### config.mk
export PLATFORM = sky130hd
export DESIGN_NAME = mul64_seq
export DESIGN_NICKNAME = d
export VERILOG_FILES = /design/src/rtl/mul64_seq_pkg.sv /design/src/rtl/mul64_seq_cla64.sv /design/src/rtl/mul64_seq.sv
export SDC_FILE = /design/constraint.sdc
export NUM_CORES = 1
export LEC_CHECK = 0
export BUFFER_PORTS_ARGS = -buffer_cell sky130_fd_sc_hd__buf_2
export CAP_MARGIN = 10
export CORE_UTILIZATION = 45
export CTS_CLUSTER_SIZE = 24
export DETAILED_ROUTE_END_ITERATION = 16
export PLACE_DENSITY = 0.77
export SLEW_MARGIN = 10
export SYNTH_ARGS = -nofsm -noshare
export SYNTH_HDL_FRONTEND = slang
export SYNTH_SLANG_ARGS = --single-unit
### constraint.sdc
create_clock -name clk -period 7.35 [get_ports clk]
set_input_delay 0.3675 -clock clk [delete_from_list [all_inputs] [get_ports clk]]
set_output_delay 0.3675 -clock clk [all_outputs]
set_load 0.01 [all_outputs]
### src/rtl/mul64_seq_pkg.sv
// Shared constants and state encoding for the mul64_seq shift-add multiplier.
package mul64_seq_pkg;

  localparam int MUL_WIDTH = 64;
  localparam int MUL_CNT_W = 7;

  typedef enum logic [1:0] {
    ST_IDLE = 2'b00,
    ST_EXEC = 2'b01,
    ST_DONE = 2'b10
  } mul_state_t;

endpackage

### src/rtl/mul64_seq_cla64.sv
// 64-bit carry-lookahead adder: 4-bit lookahead groups with the group carry
// chained between groups.
module cla64 (
  input  logic [63:0] a,
  input  logic [63:0] b,
  input  logic        ci,
  output logic [63:0] sum,
  output logic        co
);

  logic [63:0] g;
  logic [63:0] p;
  logic [64:0] c;

  assign g = a & b;
  assign p = a ^ b;

  always_comb begin
    c    = '0;
    c[0] = ci;
    for (int k = 0; k < 16; k++) begin
      c[4*k+1] = g[4*k] | (p[4*k] & c[4*k]);
      c[4*k+2] = g[4*k+1] | (p[4*k+1] & g[4*k])
               | (p[4*k+1] & p[4*k] & c[4*k]);
      c[4*k+3] = g[4*k+2] | (p[4*k+2] & g[4*k+1])
               | (p[4*k+2] & p[4*k+1] & g[4*k])
               | (p[4*k+2] & p[4*k+1] & p[4*k] & c[4*k]);
      // Group carry-out from group generate/propagate.
      c[4*k+4] = g[4*k+3] | (p[4*k+3] & g[4*k+2])
               | (p[4*k+3] & p[4*k+2] & g[4*k+1])
               | (p[4*k+3] & p[4*k+2] & p[4*k+1] & g[4*k])
               | (p[4*k+3] & p[4*k+2] & p[4*k+1] & p[4*k] & c[4*k]);
    end
  end

  assign sum = p ^ c[63:0];
  assign co  = c[64];

endmodule

### src/rtl/mul64_seq.sv
// Sequential unsigned 64x64->128 radix-2 shift-add multiplier (64 iterations).
// Optional macro MUL_HI_OVF_EN adds result_ovf (product does not fit 64 bits).
module mul64_seq
  import mul64_seq_pkg::*;
#(
  parameter int WIDTH = MUL_WIDTH,
  parameter int CNT_W = MUL_CNT_W
) (
  input  logic               clk,
  input  logic               reset_n,
  input  logic               op_start,
  input  logic               op_clear,
  input  logic [WIDTH-1:0]   multiplicand,
  input  logic [WIDTH-1:0]   multiplier,
  output logic [2*WIDTH-1:0] result,
`ifdef MUL_HI_OVF_EN
  output logic               result_ovf,
`endif
  output logic               busy,
  output logic               op_done,
  output mul_state_t         dbg_state
);

  // Handshake: op_start is accepted on an edge where the block is in IDLE or
  // DONE (busy low) and op_clear is low; it is ignored while busy. op_clear
  // wins over op_start. op_done stays high until the next start or clear.

  localparam logic [CNT_W-1:0] LAST_ITER = CNT_W'(WIDTH - 1);

  mul_state_t         state_q;
  mul_state_t         state_d;
  logic [WIDTH-1:0]   m_q;
  logic [2*WIDTH-1:0] p_q;
  logic [2*WIDTH-1:0] p_next;
  logic [CNT_W-1:0]   cnt_q;
  logic [2*WIDTH-1:0] result_q;
  logic [WIDTH-1:0]   add_b;
  logic [WIDTH-1:0]   add_sum;
  logic               add_co;
  logic               start_ok;
  logic               last_iter;

  assign start_ok  = op_start && (state_q == ST_IDLE || state_q == ST_DONE);
  assign last_iter = (state_q == ST_EXEC) && (cnt_q == LAST_ITER);

  // Multiplicand is added into the upper half only when the LSB of P is set.
  assign add_b = m_q & {WIDTH{p_q[0]}};

  cla64 u_cla64 (
    .a   (p_q[2*WIDTH-1:WIDTH]),
    .b   (add_b),
    .ci  (1'b0),
    .sum (add_sum),
    .co  (add_co)
  );

  assign p_next = {add_co, add_sum, p_q[WIDTH-1:1]};

  always_ff @(posedge clk or negedge reset_n) begin
    if (!reset_n) state_q <= ST_IDLE;
    else          state_q <= state_d;
  end

  always_comb begin
    state_d = state_q;
    if (op_clear) begin
      state_d = ST_IDLE;
    end else begin
      case (state_q)
        ST_IDLE: if (op_start)  state_d = ST_EXEC;
        ST_EXEC: if (last_iter) state_d = ST_DONE;
        ST_DONE: if (op_start)  state_d = ST_EXEC;
        default: state_d = ST_IDLE;
      endcase
    end
  end

  always_comb begin
    busy      = (state_q == ST_EXEC);
    op_done   = (state_q == ST_DONE);
    dbg_state = state_q;
  end

  always_ff @(posedge clk or negedge reset_n) begin
    if (!reset_n) begin
      m_q      <= '0;
      p_q      <= '0;
      cnt_q    <= '0;
      result_q <= '0;
    end else if (op_clear) begin
      m_q      <= '0;
      p_q      <= '0;
      cnt_q    <= '0;
      result_q <= '0;
    end else if (start_ok) begin
      m_q   <= multiplicand;
      p_q   <= {{WIDTH{1'b0}}, multiplier};
      cnt_q <= '0;
    end else if (state_q == ST_EXEC) begin
      p_q   <= p_next;
      cnt_q <= cnt_q + 1'b1;
      if (last_iter) result_q <= p_next;
    end
  end

  assign result = result_q;

`ifdef MUL_HI_OVF_EN
  logic ovf_q;

  always_ff @(posedge clk or negedge reset_n) begin
    if (!reset_n)       ovf_q <= 1'b0;
    else if (op_clear)  ovf_q <= 1'b0;
    else if (start_ok)  ovf_q <= 1'b0;
    else if (last_iter) ovf_q <= |p_next[2*WIDTH-1:WIDTH];
  end

  assign result_ovf = ovf_q;
`endif

endmodule
==> results.yml, run 1 <==
run_status:
  status: "finished clean"
setup_path:
  cp_max_fo: 40
  cp-start-kind: "flop"
  path_cells: "buf_4, and2_1, ha_1, a21oi_1, o21bai_1, a221oi_2, a21boi_0, o31ai_2, a211oi_4, o21ai_0, nand3_1, a21o_1, fa_1, xnor2_1, a211oi_1"
  crit_family: "compound AO/OA/AOI/OAI gates"
  cp_data_required_time_ps: 7780
  crit_path_top_delay_cell: "dfrtp_1"
  crit_path_end_kind: "flop"
  critPathKind: "flop to flop"
  cpPeakStageDelay_ps: 830
  crit_arrival_ps: 5370
  critical_path_buf_inv_count: 1
pwr:
  irDropWorstVdd_v: 0.0001739
  p_per_area_mw_per_mm2: 223.3
  power_mw: 4.220
  p_leak_nw: 9.526
min_path:
  hp-class: "input port to flop"
global_routing:
  grt_use_total_pct: 25.36
  grt_pass1_vias: 13340
  grt-ovfl-total: 0
  antenna_found_initial: 10
  grt_pass1_wl_microns: 72850
  grt_max_degree: 181
finish:
  instances_no_fill: 2269
  drive_gt1_share_pct: 20.13
  fin_area_sq_mm: 0.01890
  seqCellArea_sq_mm: 0.008233
  areaGrowthSynthToFinish_pct: 17.87
  fillCellCount: 3077
  multi_input_area_sq_mm: 0.007363
  final_nets: 1997
synth:
  yosysTopAreaCell: "dfrtp_1"
  synthFlopType: "dfrtp_1"
  syn_avg_cell_area_sq_um: 10.17
  ys_ff_latch: 329
  postSynthCellCount: 1577
  yosysSeqAreaShare_pct: 51.33
  synth_area_leaders: "dfrtp_1 51%, a22o_1 7.6%, ha_1 5.1%"
  syn_area_sq_mm: 0.01604
  yosysWarnings: 0
  synth-edff-count: 0
  syn-num-nets: 1790
  synth_top_cell_area_share_pct: 51.33
  synthArstFlopShare_pct: 100.0
  synth_cell_types: 66
detailed_routing:
  via_count: 13020
  drc: 0
  wire_per_inst_microns: 19.97
  wl_microns: 45300
  drt-pass1-iter-count: 5
  ant_nets: 0
  via_per_inst: 5.739
  drt_iter0_drc: 946
die:
  std_cell_rows: 68
  die_y_microns: 190.8
  die_area_sq_mm: 0.03640
  ioPinCount: 264
  start_util_pct: 46.09
  dieWidth_microns: 190.8
  core-area_sq_mm: 0.03480
clocking:
  numCtsBuffers: 38
  clk_path_buf_depth: 3
  cts_tree: "yes"
  cts_max_level: 2
  clk_latency_ps: 530
  cts.clk_slew.worst_paths_ps: 60
  cts.sinks: 329
  post_cts_resized: 0
  clockRootBuffer: "clkbuf_16"
timing:
  maxSlewHeadroom_pct: 19.96
  tightest_slew_ps: 1198
  setup_ws_ps: 2409
  min_period_ps: 4941
  setup_tns_ps: 0
  rsz0062_at_grt: "no"
  max_freq_mhz: 202.4
  hold_violations: 0
  setup_violations: 0
  drv_slew: 0
  period_share_pct: 67.23
  fin_skew_ps: 13.36
placement:
  place.gp.congestion: 0.9013
  port_buffers: 263
  hpwl_microns: 29240
  dp_cells: 2198
  placed_area_sq_mm: 0.01768
  post-place-ws_ps: 2451
run:
  maxCapViolations: 0
kinds of logic (layout without fill, tap and decap cells):
group                    Yosys count  after routing  share of synthesized area [%]
AND/OR/NAND/NOR                  500            500                          15.00
flip-flops                       329            329                          51.33
other                              0              6                              0
multiplexers                       2              2                         0.1248
XOR/XNOR                          46             46                          2.512
AO/OA/AOI/OAI                    490            490                          20.92
buffers and inverters            129            360                          3.035
adder cells (fa/ha/maj)           81             81                          7.068
power breakdown:
group	switching [mW]	total [mW]	internal (mW)
combinational	0.271	0.410	0.139
clock	0.750	1.84	1.09
sequential	0.0745	1.97	1.89
metrics by stage:
step	util [%]	hold WS [ps]
6_report	54.32	54.22
5_1_grt	54.29	40.11
4_1_cts	54.28	33.25
3_5_place_dp	50.81	401.0
3_3_place_gp	50.81	393.7
2_1_floorplan	-	71.91
cells in the mapped netlist, types with 20 or more instances:
| cell type | n |
|---|---|
| nand3b_1 | 37 |
| a21o_1 | 23 |
| o31ai_1 | 20 |
| o21ai_0 | 101 |
| a22o_1 | 140 |
| xnor2_1 | 37 |
| and2_1 | 66 |
| clkbuf_1 | 98 |
| a21oi_1 | 132 |
| nor2_1 | 101 |
| dfrtp_1 | 329 |
| nand3_1 | 50 |
| ha_1 | 65 |
| nand2_1 | 190 |
registers in the layout, indices dropped and copies added (netlist names):
| name | cells |
|---|---|
| cnt_q | 7 |
| dbg_state | 2 |
| m_q | 64 |
| p_q | 128 |
| result | 128 |
cell type report:
cell class	instances	share of cell area [%]
clock buffer	52	5.686
clock inverter	12	0.6487
antenna	6	0.07943
sequential	329	43.55
timing repair buffer	279	7.731
tap	455	3.012
inverter	17	0.3376
multi-input combinational	1119	38.95
cell usage in the layout, fill, tap and decap left out, drive strengths merged, types with 3 or more instances in the layout:
cell and n:
nand2 190, nor2 101, o211ai 9, o31ai 21
and2 66, nor3 13, diode 6, and4 4
o21bai 8, a221oi 3, nor3b 3, or4 3
nor4 6, a21o 23, xnor2 37, dfrtp 329
or3 4, nor2b 4, a21oi 134, nand2b 6
a22o 140, nand3 50, o21ai 105, nand4 6
nand3b 37, ha 65, buf 278, xor2 9
a211oi 20, inv 18, fa 16, clkinv 7
clkbuf 52, a31oi 5
routing by layer:
layer,up-vias,track usage [%],wire [microns]
li1,6049,-,-
met1,6441,33.93,19560
met4,8,6.862,1006
met5,-,0,51
met3,76,7.435,3953
met2,448,40.01,20730
final timing paths:
path	startpoint	depth (start not counted)	endpoint	slack, ps
max in group asynchronous	reset_n	3	result[19]$_DFFE_PN0P_	5530
setup / recovery	p_q[0]$_DFFE_PN0P_	15	p_q[124]$_DFFE_PN0P_	2410
min in group asynchronous	reset_n	2	result[85]$_DFFE_PN0P_	410
hold reg to reg	result[118]$_DFFE_PN0P_	2	result[118]$_DFFE_PN0P_	490
hold / removal	multiplicand[19]	2	m_q[19]$_DFFE_PN0P_	50
setup reg to reg	p_q[0]$_DFFE_PN0P_	15	p_q[124]$_DFFE_PN0P_	2410
timing repair:
item,4_1_cts,5_1_grt
buffers inserted,0,0
hold endpoints to repair,81,0
hold buffers,1,0
Power figures use the tool's default switching activity.
==> inputs of run 2 (changes only) <==
--- a/config.mk
+++ b/config.mk
@@ -5,6 +5,7 @@
 export SDC_FILE = /design/constraint.sdc
 export NUM_CORES = 1
 export LEC_CHECK = 0
+export ABC_AREA = 1
 export BUFFER_PORTS_ARGS = -buffer_cell sky130_fd_sc_hd__buf_2
 export CAP_MARGIN = 10
 export CORE_UTILIZATION = 45
==> constraint.sdc (replaced) <==
create_clock -name clk -period 5.2 [get_ports clk]
set_input_delay 0.26 -clock clk [delete_from_list [all_inputs] [get_ports clk]]
set_output_delay 0.26 -clock clk [all_outputs]
set_load 0.01 [all_outputs]
==> run 2 against run 1 <==
Critical path depth increased by 19. Die area decreased by 2.1%. Critical endpoint unchanged. Highest routed layer unchanged. Synthesized cell count increased by 3.6%. Non-clock buffer count increased by 75. Utilization increased by 1.8 points.
==> results.yml, run 2 <==
run_status:
  status: "finished clean"
detailed_routing:
  drt_iter0_drc: 829
  ant_nets: 0
  wire_per_inst_microns: 17.17
  via_count: 13190
  drt-pass1-iter-count: 5
  via_per_inst: 5.485
  drc: 0
  wl_microns: 41290
global_routing:
  antenna_found_initial: 3
  grt_max_degree: 246
  grt_pass1_vias: 13470
  grt_pass1_wl_microns: 68050
  grt_use_total_pct: 23.51
  grt-ovfl-total: 0
setup_path:
  crit_top_cell: "nand2_4"
  timing.rr.end: "p_q[124]$_DFFE_PN0P_"
  critPathKind: "flop to flop"
  ff2ff_path_depth: 34
  r2r-start: "p_q[0]$_DFFE_PN0P_"
  cp_max_fo: 32
  cpPeakStageDelay_ps: 500
  r2r_slack_ps: 790
  cp_data_required_time_ps: 5650
  cp-start-kind: "flop"
  crit_arrival_ps: 4850
  crit_path_end_kind: "flop"
  crit_path_top_delay_cell: "dfrtp_2"
synth:
  yosysTopAreaCell: "dfrtp_1"
  synth_area_leaders: "dfrtp_1 52%, nand2_1 9.3%, o21ai_0 5.6%"
  yosysMostFrequentCell: "nand2_1"
  synth_top_cell_area_share_pct: 52.46
  synth_cell_types: 36
  yosysSeqAreaShare_pct: 52.46
  syn-num-nets: 1847
  syn_avg_cell_area_sq_um: 9.605
  syn_area_sq_mm: 0.01569
  ys_ff_latch: 329
  postSynthCellCount: 1634
  yosys-top-cells-count: "388 x nand2_1, 329 x dfrtp_1, 175 x o21ai_0, 117 x inv_1, 86 x clkbuf_1"
  yosysWarnings: 0
  synth-edff-count: 0
  synthArstFlopShare_pct: 100.0
  synthFlopType: "dfrtp_1"
die:
  dieWidth_microns: 188.8
  start_util_pct: 45.54
  ioPinCount: 264
  die_y_microns: 188.8
  core-area_sq_mm: 0.03446
  std_cell_rows: 68
  die_area_sq_mm: 0.03563
finish:
  drive_gt1_share_pct: 19.55
  instances_no_fill: 2405
  final_common_cell: "nand2_1"
  final_cell_mix: "388 x nand2_1, 328 x dfrtp_1, 262 x buf_2, 175 x o21ai_0, 115 x inv_1"
  areaGrowthSynthToFinish_pct: 23.22
  final_nets: 2135
pwr:
  p_leak_nw: 10.41
  power_mw: 5.893
  p_per_area_mw_per_mm2: 304.8
  irDropWorstVdd_v: 0.0002325
timing:
  maxSlewHeadroom_pct: 24.93
  setup_violations: 0
  tightest_slew_ps: 1126
  rsz0062_at_grt: "no"
  fin_skew_ps: 13.01
  max_freq_mhz: 227.0
  hold_violations: 0
  setup_tns_ps: 0
  hold_ws_ps: 26.05
  period_share_pct: 84.73
  min_period_ps: 4406
  drv_slew: 0
clocking:
  cts.sinks: 329
  cts_max_level: 2
  post_cts_resized: 0
  cts.hold.buffers_added: 81
  cts_tree: "yes"
  numCtsBuffers: 37
  clockRootBuffer: "clkbuf_16"
  clk_latency_ps: 540
  cts.clk_slew.worst_paths_ps: 60
  clk_path_buf_depth: 3
  cts_setup_buffers: 0
min_path:
  hp-class: "input port to flop"
  min_to: "p_q[60]$_DFFE_PN0P_"
  min_path_cells: 3
  hp-start: "multiplier[60]"
run:
  maxCapViolations: 0
placement:
  port_buffers: 263
  hpwl_microns: 25500
  dp_cells: 2257
  place.gp.congestion: 0.8623
## run 2: cell types whose count changed after synthesis, sizes merged, moves of 21 or more
cell    delta
a32o      +66
a22o      -76
a22oi     +52
xnor2     -37
a21o      -22
nand3b    -34
nand2    +229
o21ai     +77
and2      -66
a21oi     -85
inv      +100
o31ai     -21
nor2      -54
nand3     +23
## run 2: where the power goes
| group | internal, mW | leakage (nW) | switching [mW] |
|---|---|---|---|
| sequential | 2.67 | 4.52 | 0.0849 |
| clock | 1.50 | 0.601 | 1.05 |
| combinational | 0.211 | 5.30 | 0.374 |
## run 2: final cells by class
type	count	area, sq um
Fill cell	2993	15120
Sequential cell	329	8234
Multi-Input combinational cell	1082	6611
Timing Repair Buffer	354	2275
Clock buffer	49	1071
Tap cell	455	569.3
Inverter	118	445.4
Clock inverter	17	130.1
Antenna cell	1	2.502
## run 2: worst max path at each step
stage / start / to / slack (ps) / depth (start not counted)
after global placement: p_q[0]$_DFFE_PN0P_ / p_q[124]$_DFFE_PN0P_ / 980 / 34
after CTS: p_q[0]$_DFFE_PN0P_ / p_q[124]$_DFFE_PN0P_ / 780 / 34
after global routing: p_q[0]$_DFFE_PN0P_ / p_q[124]$_DFFE_PN0P_ / 400 / 34
final: p_q[0]$_DFFE_PN0P_ / p_q[124]$_DFFE_PN0P_ / 790 / 34
after detailed placement: p_q[0]$_DFFE_PN0P_ / p_q[124]$_DFFE_PN0P_ / 770 / 34
after floorplan: p_q[0]$_DFFE_PN0P_ / p_q[124]$_DFFE_PN0P_ / 1180 / 35
## run 2: through the flow
| step | util [%] | setup slack (ps) | instance area, sq um |
|---|---|---|---|
| floorplan | - | 1179 | 15690 |
| global placement | 50.28 | 983.8 | 17320 |
| detailed placement | 50.28 | 771.4 | 17320 |
| CTS | 56.11 | 784.5 | 19340 |
| global route | 56.12 | 404.3 | 19340 |
| finish | 56.12 | 794.2 | 19340 |
## run 2: cells by family after synthesis
kind of cell	share of synthesized area (%)
and+or+nand+nor	15.21
AOI/OAI and AO/OA	18.56
DFF	52.46
buffers and inverters	5.652
adders and majority gates	7.223
xor gates and xnor gates	0.8929
## run 2: routing by layer
metal	vias up	GRT usage, %	share of wire [%]
met5	-	0	0.070
met4	4	9.522	3.1
met3	91	3.818	6.1
met2	434	39.03	48
met1	6465	30.66	42
li1	6198	-	-
## run 2: worst max-delay path: cells and delay by family, from the launching register on
family	cells	cell delay, ps
simple gates	27	2000
fa+ha+maj	2	670
compound gates	2	540
flops	1	500
buf+inv	2	450
xor+xnor	1	150
==> inputs of run 3 (changes only) <==
--- a/config.mk
+++ b/config.mk
@@ -11,7 +11,7 @@
 export CORE_UTILIZATION = 45
 export CTS_CLUSTER_SIZE = 24
 export DETAILED_ROUTE_END_ITERATION = 16
-export PLACE_DENSITY = 0.77
+export PLACE_DENSITY = 0.8
 export SLEW_MARGIN = 10
 export SYNTH_ARGS = -nofsm -noshare
 export SYNTH_HDL_FRONTEND = slang
==> constraint.sdc (replaced) <==
create_clock -name clk -period 4 [get_ports clk]
set_input_delay 0.2 -clock clk [delete_from_list [all_inputs] [get_ports clk]]
set_output_delay 0.2 -clock clk [all_outputs]
set_load 0.01 [all_outputs]
==> run 3 against run 2 <==
First-iteration DRC count grew 10%. Register-to-register slack lost 710 ps. Flip-flop and latch count did not move. Total power grew 36%. Global-route usage grew 0.70 points. Clock-buffer cell count up 7. Critical endpoint is now result[123]$_DFFE_PN0P_. Via count rose by 3.7%. The run now ends with slew limit left. Die area did not move. Sequential power grew 30%. Worst hold slack lost 16 ps. Final area is 4.5% higher. Clock skew hardly changed.
==> results.yml, run 3 (synthesis gave the netlist of run 2 again) <==
min_path:
  min_to: "p_q[55]$_DFFE_PN0P_"
  min_path_cells: 3
  hp-start: "multiplier[55]"
  hp-class: "input port to flop"
detailed_routing:
  drt-pass1-iter-count: 7
  wl_microns: 43340
  via_per_inst: 5.537
  drt_iter0_drc: 913
  wire_per_inst_microns: 17.54
  ant_nets: 0
  drc: 0
  via_count: 13680
global_routing:
  grt_use_total_pct: 24.22
  grt-ovfl-total: 0
  grt_pass1_wl_microns: 70840
  grt_pass1_vias: 14150
  grt_max_degree: 246
  antenna_found_initial: 2
timing:
  max_freq_mhz: 255.2
  rsz0062_at_grt: "yes"
  period_share_pct: 97.98
  setup_ws_ps: 80.89
  setup_tns_ps: 0
  maxSlewHeadroom_pct: -0.7544
  fin_skew_ps: 12.76
  min_period_ps: 3919
  hold_violations: 0
  tightest_slew_ps: 1511
  drv_slew: 44
  setup_violations: 0
  hold_ws_ps: 9.593
setup_path:
  cp-startpoint: "p_q[0]$_DFFE_PN0P_"
  crit_top_cell: "nand2_4"
  crit_path_top_delay_cell: "fa_2"
  cp_max_fo: 14
  r2r_slack_ps: 80
  timing.rr.end: "result[123]$_DFFE_PN0P_"
  crit_path_end_kind: "flop"
  crit_arrival_ps: 4320
  ff2ff_path_depth: 35
  cp-start-kind: "flop"
  critPathKind: "flop to flop"
  cpPeakStageDelay_ps: 440
  cp_data_required_time_ps: 4400
  r2r-start: "p_q[0]$_DFFE_PN0P_"
die:
  ioPinCount: 264
  dieWidth_microns: 188.8
  die_y_microns: 188.8
  core-area_sq_mm: 0.03446
  std_cell_rows: 68
  die_area_sq_mm: 0.03563
  start_util_pct: 45.54
pwr:
  p_per_area_mw_per_mm2: 397.3
  p_leak_nw: 10.81
  irDropWorstVdd_v: 0.0002759
clocking:
  clk_latency_ps: 510
  cts.sinks: 329
  clk_path_buf_depth: 3
  cts_tree: "yes"
  clockRootBuffer: "clkbuf_16"
  cts.clk_slew.worst_paths_ps: 60
  numCtsBuffers: 37
  cts_max_level: 2
finish:
  final_nets: 2200
  areaGrowthSynthToFinish_pct: 28.76
  drive_gt1_share_pct: 20.86
  fin_area_sq_mm: 0.02021
  final_cell_mix: "386 x nand2_1, 328 x dfrtp_1, 262 x buf_2, 172 x o21ai_0, 117 x dlygate4sd3_1"
  final_common_cell: "nand2_1"
run_status:
  status: "finished with violations"
  violations: "slew limit"
placement:
  port_buffers: 263
  place.gp.congestion: 0.8547
  post-place-ws_ps: -247.9
  hpwl_microns: 26260
  placed_area_sq_mm: 0.01743
run:
  maxCapViolations: 0
run 3: changes by cell type in the layout (fill, tap and decap cells not counted), sizes merged, moves of 5 or more:
cell / delta
buf: +29
bufinv: +5
clkbuf: +7
clkinv: -11
dlygate4sd3: +36
run 3: timing repair:
item,4_1_cts,5_1_grt
endpoints found under the setup margin,6,12
gates resized for setup,11,22
buffers inserted,3,14
hold buffers,117,0
pin swaps,4,14
endpoints found under the hold margin,233,0
run 3: power by group:
part	internal, mW	switching, mW	total, mW
sequential	3.47	0.106	3.57
combinational	0.326	0.518	0.844
clock	2.27	1.35	3.61
run 3: layer usage:
metal  global-route usage (%)  routed length (microns)  up-vias
met5                        0                        0        -
met4                    9.057                     1350        0
met3                    3.725                     2641      113
met2                    41.52                    21450      507
met1                    30.86                    17890     6733
li1                         -                        -     6324
run 3: worst max-delay path: cells and delay by family (launching register included):
kind                       cells  cell delay, ps
adders and majority gates      2             740
AOI/OAI and AO/OA              1             220
DFF                            1             410
buffers and inverters          4             410
and+or+nand+nor               28            1990
run 3: how the worst max path moves through the flow:
stage,to,slack (ps),cells after the start
floorplan,p_q[124]$_DFFE_PN0P_,60,35
global placement,p_q[124]$_DFFE_PN0P_,-40,34
detailed placement,p_q[124]$_DFFE_PN0P_,-250,35
CTS,result[123]$_DFFE_PN0P_,3,37
global route,p_q[124]$_DFFE_PN0P_,-140,39
finish,result[123]$_DFFE_PN0P_,80,35
run 3: per-stage QoR:
step / utilization, % / cells / total power [mW]
global placement: 50.57 / 2269 / 4.319
global route: 58.63 / 2469 / 8.331
CTS: 57.94 / 2454 / 8.077
detailed placement: 50.57 / 2269 / 4.348
floorplan: - / 1634 / 4.030
finish: 58.64 / 2470 / 8.029
run 3: cell type report:
class | instances | area, sq um
Antenna cell | 2 | 5.005
Multi-Input combinational cell | 1082 | 6793
Tap cell | 455 | 569.3
Fill cell | 2809 | 14250
Clock buffer | 56 | 1090
Sequential cell | 329 | 8234
Timing Repair Buffer | 419 | 2869
Clock inverter | 9 | 201.4
Inverter | 118 | 445.4
